`src/rtl/posit_mul_host.sv`:
```
// Initiator for the posit_mul start/done handshake: takes operand pairs from a
// valid/ready stream, issues one multiply at a time and returns the result or NaR on timeout.
module posit_mul_host #(
  parameter int unsigned TIMEOUT_CYCLES = 255,
  parameter int unsigned CNT_W          = 8
) (
  input  logic        clk,
  input  logic        rst_n,
  input  logic        in_valid,
  output logic        in_ready,
  input  logic [31:0] in_a,
  input  logic [31:0] in_b,
  output logic        mul_start,
  output logic [31:0] mul_a,
  output logic [31:0] mul_b,
  input  logic [31:0] mul_result,
  input  logic        mul_done,
  output logic        out_valid,
  input  logic        out_ready,
  output logic [31:0] out_result,
  output logic        out_timeout,
  output logic        busy,
  output logic [15:0] txn_count
);

  localparam int unsigned DATA_W = 32;
  localparam int unsigned TXN_W  = 16;
  localparam logic [DATA_W-1:0] NAR      = 32'h8000_0000;
  localparam logic [CNT_W-1:0]  TMO_LAST = CNT_W'(TIMEOUT_CYCLES - 1);

  typedef enum logic [1:0] {
    S_IDLE,
    S_ISSUE,
    S_WAIT,
    S_HOLD
  } state_e;

  state_e             state_q;
  logic               mul_start_q;
  logic [DATA_W-1:0]  mul_a_q;
  logic [DATA_W-1:0]  mul_b_q;
  logic               out_valid_q;
  logic [DATA_W-1:0]  out_result_q;
  logic               out_timeout_q;
  logic [TXN_W-1:0]   txn_count_q;
  logic [CNT_W-1:0]   timer_q;
  logic               done_q;
  logic               done_rise;

  // Only a fresh rising edge of done counts; a level left over from a prior op does not.
  assign done_rise = mul_done & ~done_q;

  assign in_ready    = (state_q == S_IDLE);
  assign busy        = (state_q != S_IDLE);
  assign mul_start   = mul_start_q;
  assign mul_a       = mul_a_q;
  assign mul_b       = mul_b_q;
  assign out_valid   = out_valid_q;
  assign out_result  = out_result_q;
  assign out_timeout = out_timeout_q;
  assign txn_count   = txn_count_q;

  always_ff @(posedge clk or negedge rst_n) begin
    if (!rst_n) begin
      state_q       <= S_IDLE;
      mul_start_q   <= 1'b0;
      mul_a_q       <= '0;
      mul_b_q       <= '0;
      out_valid_q   <= 1'b0;
      out_result_q  <= '0;
      out_timeout_q <= 1'b0;
      txn_count_q   <= '0;
      timer_q       <= '0;
      done_q        <= 1'b0;
    end else begin
      done_q      <= mul_done;
      mul_start_q <= 1'b0;
      case (state_q)
        S_IDLE: begin
          if (in_valid) begin
            mul_a_q     <= in_a;
            mul_b_q     <= in_b;
            mul_start_q <= 1'b1;
            state_q     <= S_ISSUE;
          end
        end
        S_ISSUE: begin
          timer_q <= '0;
          state_q <= S_WAIT;
        end
        S_WAIT: begin
          // Completion takes priority over a timeout landing in the same cycle.
          if (done_rise) begin
            out_result_q  <= mul_result;
            out_timeout_q <= 1'b0;
            out_valid_q   <= 1'b1;
            state_q       <= S_HOLD;
          end else if (timer_q == TMO_LAST) begin
            out_result_q  <= NAR;
            out_timeout_q <= 1'b1;
            out_valid_q   <= 1'b1;
            state_q       <= S_HOLD;
          end else begin
            timer_q <= timer_q + CNT_W'(1);
          end
        end
        S_HOLD: begin
          if (out_ready) begin
            out_valid_q <= 1'b0;
            txn_count_q <= txn_count_q + TXN_W'(1);
            state_q     <= S_IDLE;
          end
        end
        default: state_q <= S_IDLE;
      endcase
    end
  end

endmodule
```
`config.mk`:
```
export PLATFORM = sky130hd
export DESIGN_NAME = posit_mul_host
export DESIGN_NICKNAME = d
export VERILOG_FILES = /design/src/rtl/posit_mul_host.sv
export SDC_FILE = /design/constraint.sdc
export NUM_CORES = 1
export LEC_CHECK = 0
export ABC_AREA = 1
export BUFFER_PORTS_ARGS = -buffer_cell sky130_fd_sc_hd__buf_2
export CAP_MARGIN = 20
export CORE_UTILIZATION = 45
export CTS_CLUSTER_DIAMETER = 30
export DETAILED_ROUTE_END_ITERATION = 16
export PLACE_DENSITY = 0.88
export SKIP_CTS_REPAIR_TIMING = 1
export SYNTH_ARGS = -nofsm -noshare
export SYNTH_HDL_FRONTEND = slang
export SYNTH_SLANG_ARGS = --single-unit
```
`constraint.sdc`:
```
create_clock -name clk -period 4.4 [get_ports clk]
set_clock_uncertainty 0.2 [all_clocks]
set_input_delay 0.88 -clock clk [delete_from_list [all_inputs] [get_ports clk]]
set_output_delay 0.88 -clock clk [all_outputs]
set_load 0.05 [all_outputs]
```
==> results of run 1 <==
[area by class of cell]
type,count,area (um2)
Timing Repair Buffer,221,1150
Tap cell,143,179
Antenna cell,2,5.00
Inverter,30,115
Sequential cell,126,3150
Multi-Input combinational cell,422,1880
Fill cell,967,4300
Clock buffer,19,443
Clock inverter,13,189
[worst paths after layout]
kind | cells past startpoint | end | from | slack, ns
hold reg to reg | 2 | out_result[8] | out_result[8] | 0.26
setup reg to reg | 7 | out_result[13] | state_q[0] | 2.29
hold / removal | 2 | out_result[8] | out_result[8] | 0.26
setup / recovery | 4 | busy | state_q[0] | 1.81
min in group asynchronous | 1 | out_result[18] | rst_n | 0.35
max in group asynchronous | 2 | mul_b[29] | rst_n | 2.81
[synthesized netlist by cell type (2+ instances only)]
| cell type | count | share of area, % |
|---|---|---|
| nand2_1 | 324 | 23 |
| dfrtp_1 | 126 | 60 |
| inv_1 | 29 | 2.1 |
| nand3_1 | 15 | 1.4 |
| nor2_1 | 13 | 0.93 |
| nand2_2 | 12 | 1.4 |
| buf_2 | 9 | 0.85 |
| ha_1 | 8 | 1.9 |
| o21ai_1 | 8 | 0.76 |
| xnor2_1 | 6 | 1.0 |
| clkbuf_1 | 5 | 0.36 |
| nand2_4 | 5 | 1.1 |
| o21ai_0 | 5 | 0.47 |
| xor2_1 | 5 | 0.83 |
| a21oi_1 | 4 | 0.38 |
| buf_4 | 4 | 0.57 |
| buf_6 | 3 | 0.64 |
| nand4_1 | 3 | 0.36 |
| nor2_2 | 3 | 0.36 |
| nor2_4 | 3 | 0.64 |
| or2_2 | 3 | 0.36 |
| o21bai_1 | 2 | 0.28 |
[metal layers]
metal	share of wire, %	track usage, %	vias to the layer above	routed length, um
met5	0	0	-	0
met4	1.8	9.12	0	220
met3	8.9	6.76	21	1120
met2	48	33.5	194	6010
met1	42	24.1	2138	5220
li1	-	-	2269	-
[state kept, by name, indices dropped and copies added, names as in the netlist]
name and count:
mul_a 32, state_q 2, mul_b 32, mul_start 1
timer_q 8, done_q 1, out_valid 1, out_result 32
txn_count 16, out_timeout 1
[stage by stage]
| step | hold WS (ns) | utilization (%) |
|---|---|---|
| floorplan | 0.281 | - |
| finish | 0.265 | 62.3 |
| CTS | 0.267 | 62.0 |
| detailed placement | 0.253 | 56.4 |
| global placement | 0.249 | 56.4 |
| global route | 0.295 | 62.3 |
[critical path, stage by stage, from the launching register on]
cell and delay, ns:
dfrtp_1 0.39, inv_1 0.10, ha_1 0.26, inv_1 0.09, buf_2 0.26
[cells in the final DEF, fill, tap and decap left out]
cell type,n
nor2_2,3
nand4_1,3
or2_2,3
clkinv_4,4
clkbuf_16,17
buf_8,1
a21oi_1,4
nand2_4,5
xnor2_1,6
dfrtp_1,126
buf_4,2
inv_1,28
nor2_4,3
nand3_1,15
nor2_1,13
o21ai_1,8
bufinv_16,4
inv_4,1
nand2_1,323
inv_6,1
diode_2,2
buf_2,216
inv_2,1
xor2_1,5
o21ai_0,5
clkbuf_1,1
clkinv_2,2
nor3_1,1
nand3b_1,1
clkinvlp_4,2
nand2_2,13
clkbuf_8,1
o21bai_1,2
nor3b_1,1
ha_1,8
buf_12,2
[cells by family (layout without fill, tap and decap cells)]
group | Yosys count | count (layout) | share of synthesized area, %
adders and majority gates | 8 | 8 | 1.90
DFF | 126 | 126 | 59.8
buffers and inverters | 51 | 283 | 4.60
and+or+nand+nor | 384 | 384 | 30.0
other | 0 | 2 | 0
AOI/OAI and AO/OA | 19 | 19 | 1.90
xor gates and xnor gates | 11 | 11 | 1.83
[power groups by stage]
stage	sequential (mW)	clock [mW]	combinational (mW)
3_3_place_gp	1.92	0	3.04
6_report	1.93	1.49	3.10
2_1_floorplan	3.50	0	0.772
3_5_place_dp	1.93	0	3.11
4_1_cts	1.92	1.52	3.11
5_1_grt	1.99	1.58	3.33
==> metrics, run 1 <==
relative slew slack=between 40% and 50%; fmax=386 MHz; ANT nets after route=0; crit path launch type=register; die area=12200 um2; drc violations=0; Layout Cells excl Fill=between 900 and 1000; Internal Power=roughly 3.3 mW; sequential-to-total area share from yosys stat=between 50% and 60%; first-pass GRT wire length=~19000 um; CTS max path bufs=2; Final Routed Wirelength=~13000 um; P_leak=4.09 nW; Hold Crit Class=reg -> reg; mean area per synthesized cell=between 8 and 9 um2; gpl congestion=0.779; DR vias/cell=about 4.7; Synth-to-Final Area Change=34.9%; Critical Path AT=between 1.5 and 2 ns; pwr dens=roughly 920 nW/um2; Post-synth EDFFs=0; core region area=11400 um2; post-synthesis cell area=5270 um2; RSZ-0062 raised after global routing=no; Crit Path Class=reg -> out; Initial Utilization=46.2%; First-pass DRT Iterations=5; number of global-route vias before repair=about 4100; Worst-Skew Late Latency=roughly 0.40 ns; Die X=approximately 110 um; initial antenna violation count=1; crit path time final=approximately 2.6 ns; cell row count=39; post-route cell area=7120 um2; # setup viols final=0; fraction of the cycle the final worst path needs=58.8%; Slew Limit Fails=0; largest net degree at the start of global routing=66; #FFs+latches synth=roughly 130; Max VDD drop=a little over 0.6 mV; Tot Pwr=between 6 and 7 mW; grt ovf=0; Syn Nets=between 700 and 800; CP required=3.32 ns; H-tree levels=4; port bufs=between 200 and 250; Top Ports=218; Gate power share=between 40% and 50%; drt initial violations=between 200 and 300; setup TNS=0 ns; Clk pwr share=a little under a quarter; sequential power share=29.6%; DP Wirelength=around 8600 um; Reg clk slew, reported paths=roughly 0.060 ns; Main synth FF type=dfrtp_1; placed insts=between 900 and 1000; dpl ws=between 1.5 and 2 ns; Tot GR Track Use=about a fifth; crit path capture type=output port; Switch Pwr=around 3.2 mW; wire per inst=~13 um; status=complete, no violations; Nets=927; CP max FO=4; worst-margin pin slew=0.819 ns; vias post-DR=around 4600; Hold Vio Cnt, Final=0; layout cell share with drive strength beyond 1=between 30% and 40%; root buf cell=clkbuf_16; Synth async-reset ratio=100%; Cell variety after synth=26; TritonCTS Buffers=17; die height=~110 um; Num Clock Sinks=126; CTS tree=done; synth warn=0; Placement Cell Area=roughly 6400 um2; Setup WS post-layout=~1.8 ns; Synth Instances=599; max-cap violations=0; Sw Ratio=roughly half
Power figures use the tool's default switching activity.
==> run 2, diff against run 1 <==
- CORE_UTILIZATION: 45 -> 43
- clock period: 4.4 -> 2.35 ns (I/O delays scaled with it)
==> run 2 against run 1 <==
- the run now ends with DRC left
- die area up 4.6%
- global-route usage is 0.13 points higher
- critical path depth stayed put
- non-clock buffer count is 3 higher
- clock power is 78% higher
- power grew 85%
- routed wire length about the same
==> metrics, run 2 (synthesis gave the netlist of run 1 again) <==
root buf cell=clkbuf_16; crit path launch type=register; die area=about 13000 um2; met2 usage=roughly 34%; Setup WS post-layout=~0.22 ns; First-pass DRT Iterations=11; slowest CP cell=dfrtp_1; worst-margin pin slew=around 0.42 ns; fmax=470 MHz; buffer and inverter count on the worst path=3; Slew Limit Fails=0; met3 global-route usage=approximately 4.3%; gpl congestion=around 0.8; Top Ports=between 200 and 250; Placement Cell Area=between 6000 and 7000 um2; CP top delay family=buffers and inverters; Worst-Skew Late Latency=0.40 ns; max-cap violations=0; met1 usage=25.8%; initial antenna violation count=0; Worst path max stage delay=around 0.40 ns; failing checks=DRC; CTS tree=done; relative slew slack=71.9%; Reg clk slew, reported paths=about 0.050 ns; ANT nets after route=0; Max VDD drop=~0.87 mV; first-pass GRT wire length=between 20000 and 25000 um; TritonCTS Buffers=17; crit path time final=between 2 and 2.5 ns; crit path capture type=output port; commonest cells after routing, fill and taps aside=nand2_1 (323), buf_2 (216), dfrtp_1 (126); CP most frequent cell=inv_1; DR vias/cell=between 4 and 5; Final Routed Wirelength=12600 um; wire per inst=12.8 um; Num Clock Sinks=between 100 and 150; RSZ-0062 raised after global routing=no; CP max FO=4; fraction of the cycle the final worst path needs=between 90% and 100%; CTS max path bufs=2; commonest non-fill, non-tap cell in the layout=nand2_1; post-route cell area=7130 um2; setup TNS=0 ns; Hold Crit Class=in -> reg; DP Wirelength=8710 um; dpl ws=around 0.4 ns; Critical Path AT=around 1.5 ns; worst-path cell chain=inv_1, ha_1, inv_1, buf_2; grt ovf=0; Initial Utilization=between 40% and 50%; largest net degree at the start of global routing=between 60 and 70; status=complete, but fails checks; P_leak=between 4 and 5 nW; core region area=12000 um2; layout cell share with drive strength beyond 1=33.8%; drc violations=2; Antenna Diode Count=0; # setup viols final=0; pwr dens=between 1500 and 2000 nW/um2; die height=~110 um; Die X=113 um; CP required=roughly 1.7 ns; GRT Max-Usage Layer=met2; drt initial violations=around 300; Nets=930; number of global-route vias before repair=between 4000 and 5000; Synth-to-Final Area Change=35.3%; port bufs=approximately 220; Hold Vio Cnt, Final=0; Crit Path Class=reg -> out; vias post-DR=roughly 4600; H-tree levels=4; cell row count=40; Tot Pwr=roughly 12 mW; Tot GR Track Use=20.5%
==> run 2: changes by cell type in the layout (fill, tap and decap cells not counted), moves of 2 or more <==
cell and delta:
clkinvlp_4 +2, dlygate4sd3_1 +2, buf_12 +2, diode_2 -2, clkbuf_8 +2, clkinv_4 -3
==> run 2: routing by layer <==
metal  wire length, um  vias to the layer above  share of wire (%)
met1              5500                     2152                 44
met4               219                        0                1.7
li1                  -                     2261                  -
met3               678                       19                5.4
met5                 0                        -                  0
met2              6180                      170                 49
==> run 2: final timing paths <==
| path | startpoint | endpoint | slack (ns) | depth (start not counted) |
|---|---|---|---|---|
| max in group asynchronous | rst_n | mul_b[1] | 1.11 | 3 |
| hold reg to reg | out_result[5] | out_result[5] | 0.27 | 2 |
| min in group asynchronous | rst_n | mul_b[27] | 0.26 | 2 |
| setup / recovery | state_q[0] | busy | 0.22 | 4 |
| setup reg to reg | state_q[0] | out_result[17] | 0.38 | 7 |
| hold / removal | in_b[28] | mul_b[28] | 0.06 | 3 |
==> run 2: metrics by stage <==
stage | hold WS [ns] | utilization, % | instances
6_report | 0.0603 | 59.6 | 979
5_1_grt | 0.0438 | 59.6 | 979
3_3_place_gp | 0.127 | 54.4 | 947
4_1_cts | -0.307 | 59.5 | 977
3_5_place_dp | 0.131 | 54.4 | 947
2_1_floorplan | -0.0256 | - | 599
==> run 2: report_power, final <==
part / switching, mW / internal [mW]
clock network: 0.912 / 1.74
registers: 0.539 / 3.07
logic: 4.55 / 1.27
total: 6.00 / 6.07
==> run 2: area by class of cell <==
type / count / area, um2
fillers: 1032 / 4830
flip-flops and latches: 126 / 3150
multi-input cells: 422 / 1880
repair buffers: 224 / 1200
clock buffers: 20 / 467
well taps: 147 / 184
clock inverters: 10 / 139
inverters: 30 / 115
==> run 2: tightest hold or removal path, stage by stage <==
cell and delay, ns:
buf_2 0.07, nand2_1 0.04, nand2_1 0.04
==> run 3, diff against run 2 <==
- ABC_AREA: 1 -> not set
==> run 3 against run 2 <==
- the flow now finishes without violations
- final area decreased by 4.6%
- sequential share of layout area increased by 2.1 points
- first-iteration DRC count decreased by 40%
- global-route usage decreased by 0.84 points
==> metrics, run 3 <==
ANT nets after route=0; synth top area cells=dfrtp_1 (63%), mux2_2 (15%), a22o_1 (5.4%); dpl ws=just under 0.3 ns; Worst-Skew Late Latency=approximately 0.41 ns; first-pass GRT wire length=17600 um; Initial Utilization=between 40% and 50%; die area=roughly 12000 um2; met2 usage=33.3%; status=complete, no violations; die height=between 100 and 150 um; Hold Crit Class=in -> reg; Placement Cell Area=about 6300 um2; core region area=roughly 11000 um2; commonest non-fill, non-tap cell in the layout=buf_2; crit path capture type=output port; fraction of the cycle the final worst path needs=between 90% and 100%; fmax=457 MHz; Final Routed Wirelength=11600 um; sequential-to-total area share from yosys stat=a little over three fifths; Top Ports=around 220; Reg clk slew, reported paths=0.05 ns; CTS tree=done; CP required=1.68 ns; register area=between 3000 and 4000 um2; post-synth top area cell=dfrtp_1; Syn Nets=between 400 and 500; GRT Max-Usage Layer=met2; port bufs=217; area of the multi-input gates=~1700 um2; Nets=687; drc violations=0; Synth Instances=roughly 350; Cell variety after synth=38; #FFs+latches synth=~130; vias post-DR=roughly 3800; Main synth FF type=dfrtp_1; root buf cell=clkbuf_16; Tot Pwr=around 12 mW; max-cap violations=0; Hold Vio Cnt, Final=0; crit path launch type=register; gpl congestion=0.916; met1 usage=a little over a fifth; Synth async-reset ratio=100%; Post-synth EDFFs=0; most frequent cell after synthesis=dfrtp_1; post-route cell area=between 6000 and 7000 um2; Synth-to-Final Area Change=36.3%; Worst path max stage delay=0.41 ns; crit path time final=around 2.2 ns; grt ovf=0; Num Clock Sinks=126; Die X=around 110 um; largest net degree at the start of global routing=66; CTS max path bufs=2; Commonest cells post-synth=dfrtp_1 (126), mux2_2 (65), a22o_1 (31); mean area per synthesized cell=14.3 um2; FILL cells=about 820; met3 global-route usage=under 10%; TritonCTS Buffers=17; cell row count=38; top cell type's share of synthesized area=between 60 and 70%; wire per inst=~16 um; number of global-route vias before repair=between 3000 and 4000; drt initial violations=between 150 and 200; relative slew slack=68.4%; Tot GR Track Use=19.6%; Setup WS post-layout=approximately 0.16 ns; Slew Limit Fails=0; worst-margin pin slew=approximately 0.47 ns; pwr dens=1740 nW/um2; DP Wirelength=slightly above 8000 um; First-pass DRT Iterations=5; synth warn=0; Antenna Diode Count=0; Critical Path AT=roughly 1.5 ns; H-tree levels=4; Crit Path Class=reg -> out; initial antenna violation count=0; RSZ-0062 raised after global routing=no; r2r setup slk=0.24 ns; DR vias/cell=5.17; layout cell share with drive strength beyond 1=around 55%; # setup viols final=0; P_leak=~3.5 nW; commonest cells after routing, fill and taps aside=buf_2 (216), dfrtp_1 (126), mux2_2 (65); CP most frequent cell=inv_1; slowest CP cell=dfrtp_1; post-synthesis cell area=approximately 5000 um2; Max VDD drop=1.43 mV; worst-path cell chain=inv_1, ha_1, inv_1, buf_2; setup TNS=0 ns; CP max FO=4
## run 3: cell types whose count changed in the layout (fill, tap and decap cells not counted), moves of 8 or more
cell,before,now
nand2_2,13,1
a22o_1,0,31
nand2_1,323,15
inv_1,28,11
mux2_2,0,65
nor2_1,13,5
## run 3: cell type report
type,count,area share (%)
Sequential cell,126,46.3
Multi-Input combinational cell,197,25.3
Timing Repair Buffer,225,17.7
Clock buffer,23,6.87
Tap cell,140,2.57
Clock inverter,8,0.625
Inverter,11,0.607
## run 3: final timing paths
| check | start | endpoint | depth (start not counted) |
|---|---|---|---|
| setup / recovery | state_q[0] | busy | 4 |
| hold / removal | mul_result[2] | out_result[2] | 2 |
| setup reg to reg | state_q[0] | state_q[1] | 6 |
| hold reg to reg | txn_count[15] | txn_count[15] | 1 |
| max in group asynchronous | rst_n | timer_q[2] | 3 |
| min in group asynchronous | rst_n | mul_b[29] | 2 |
## run 3: critical path: cells and delay by family, from the launching register on
kind	cells	cell delay (ns)
buf+inv	3	0.45
fa+ha+maj	1	0.25
flops	1	0.41
## run 3: stage by stage
step	utilization, %	cells	hold slack (ns)
after floorplan	-	349	-0.0256
after global placement	56.7	697	0.0949
after detailed placement	56.7	697	0.0933
after CTS	61.3	728	-0.344
after global routing	61.5	730	0.0677
final	61.5	730	0.0841
## run 3: logic make-up after synthesis
logic type | share of synthesized area, %
multiplexers | 15.4
adder cells (fa/ha/maj) | 2.00
AND/OR/NAND/NOR | 5.86
flip-flops | 63.1
XOR/XNOR | 2.81
AO/OA/AOI/OAI | 8.44
buffers and inverters | 2.43
## run 3: power breakdown
group          switching, mW  leakage (nW)  internal, mW
registers              0.549          1.55          3.10
logic                   4.30          1.72          1.64
clock network          0.874         0.256          1.38
total                   5.72          3.53          6.12
## run 3: routing by layer
metal | wire length [um] | part of all wire [%] | up-vias
met2 | 5810 | 50 | 205
met3 | 954 | 8.2 | 38
met5 | 0 | 0 | -
li1 | - | - | 1713
met1 | 4490 | 39 | 1817
met4 | 329 | 2.8 | 0
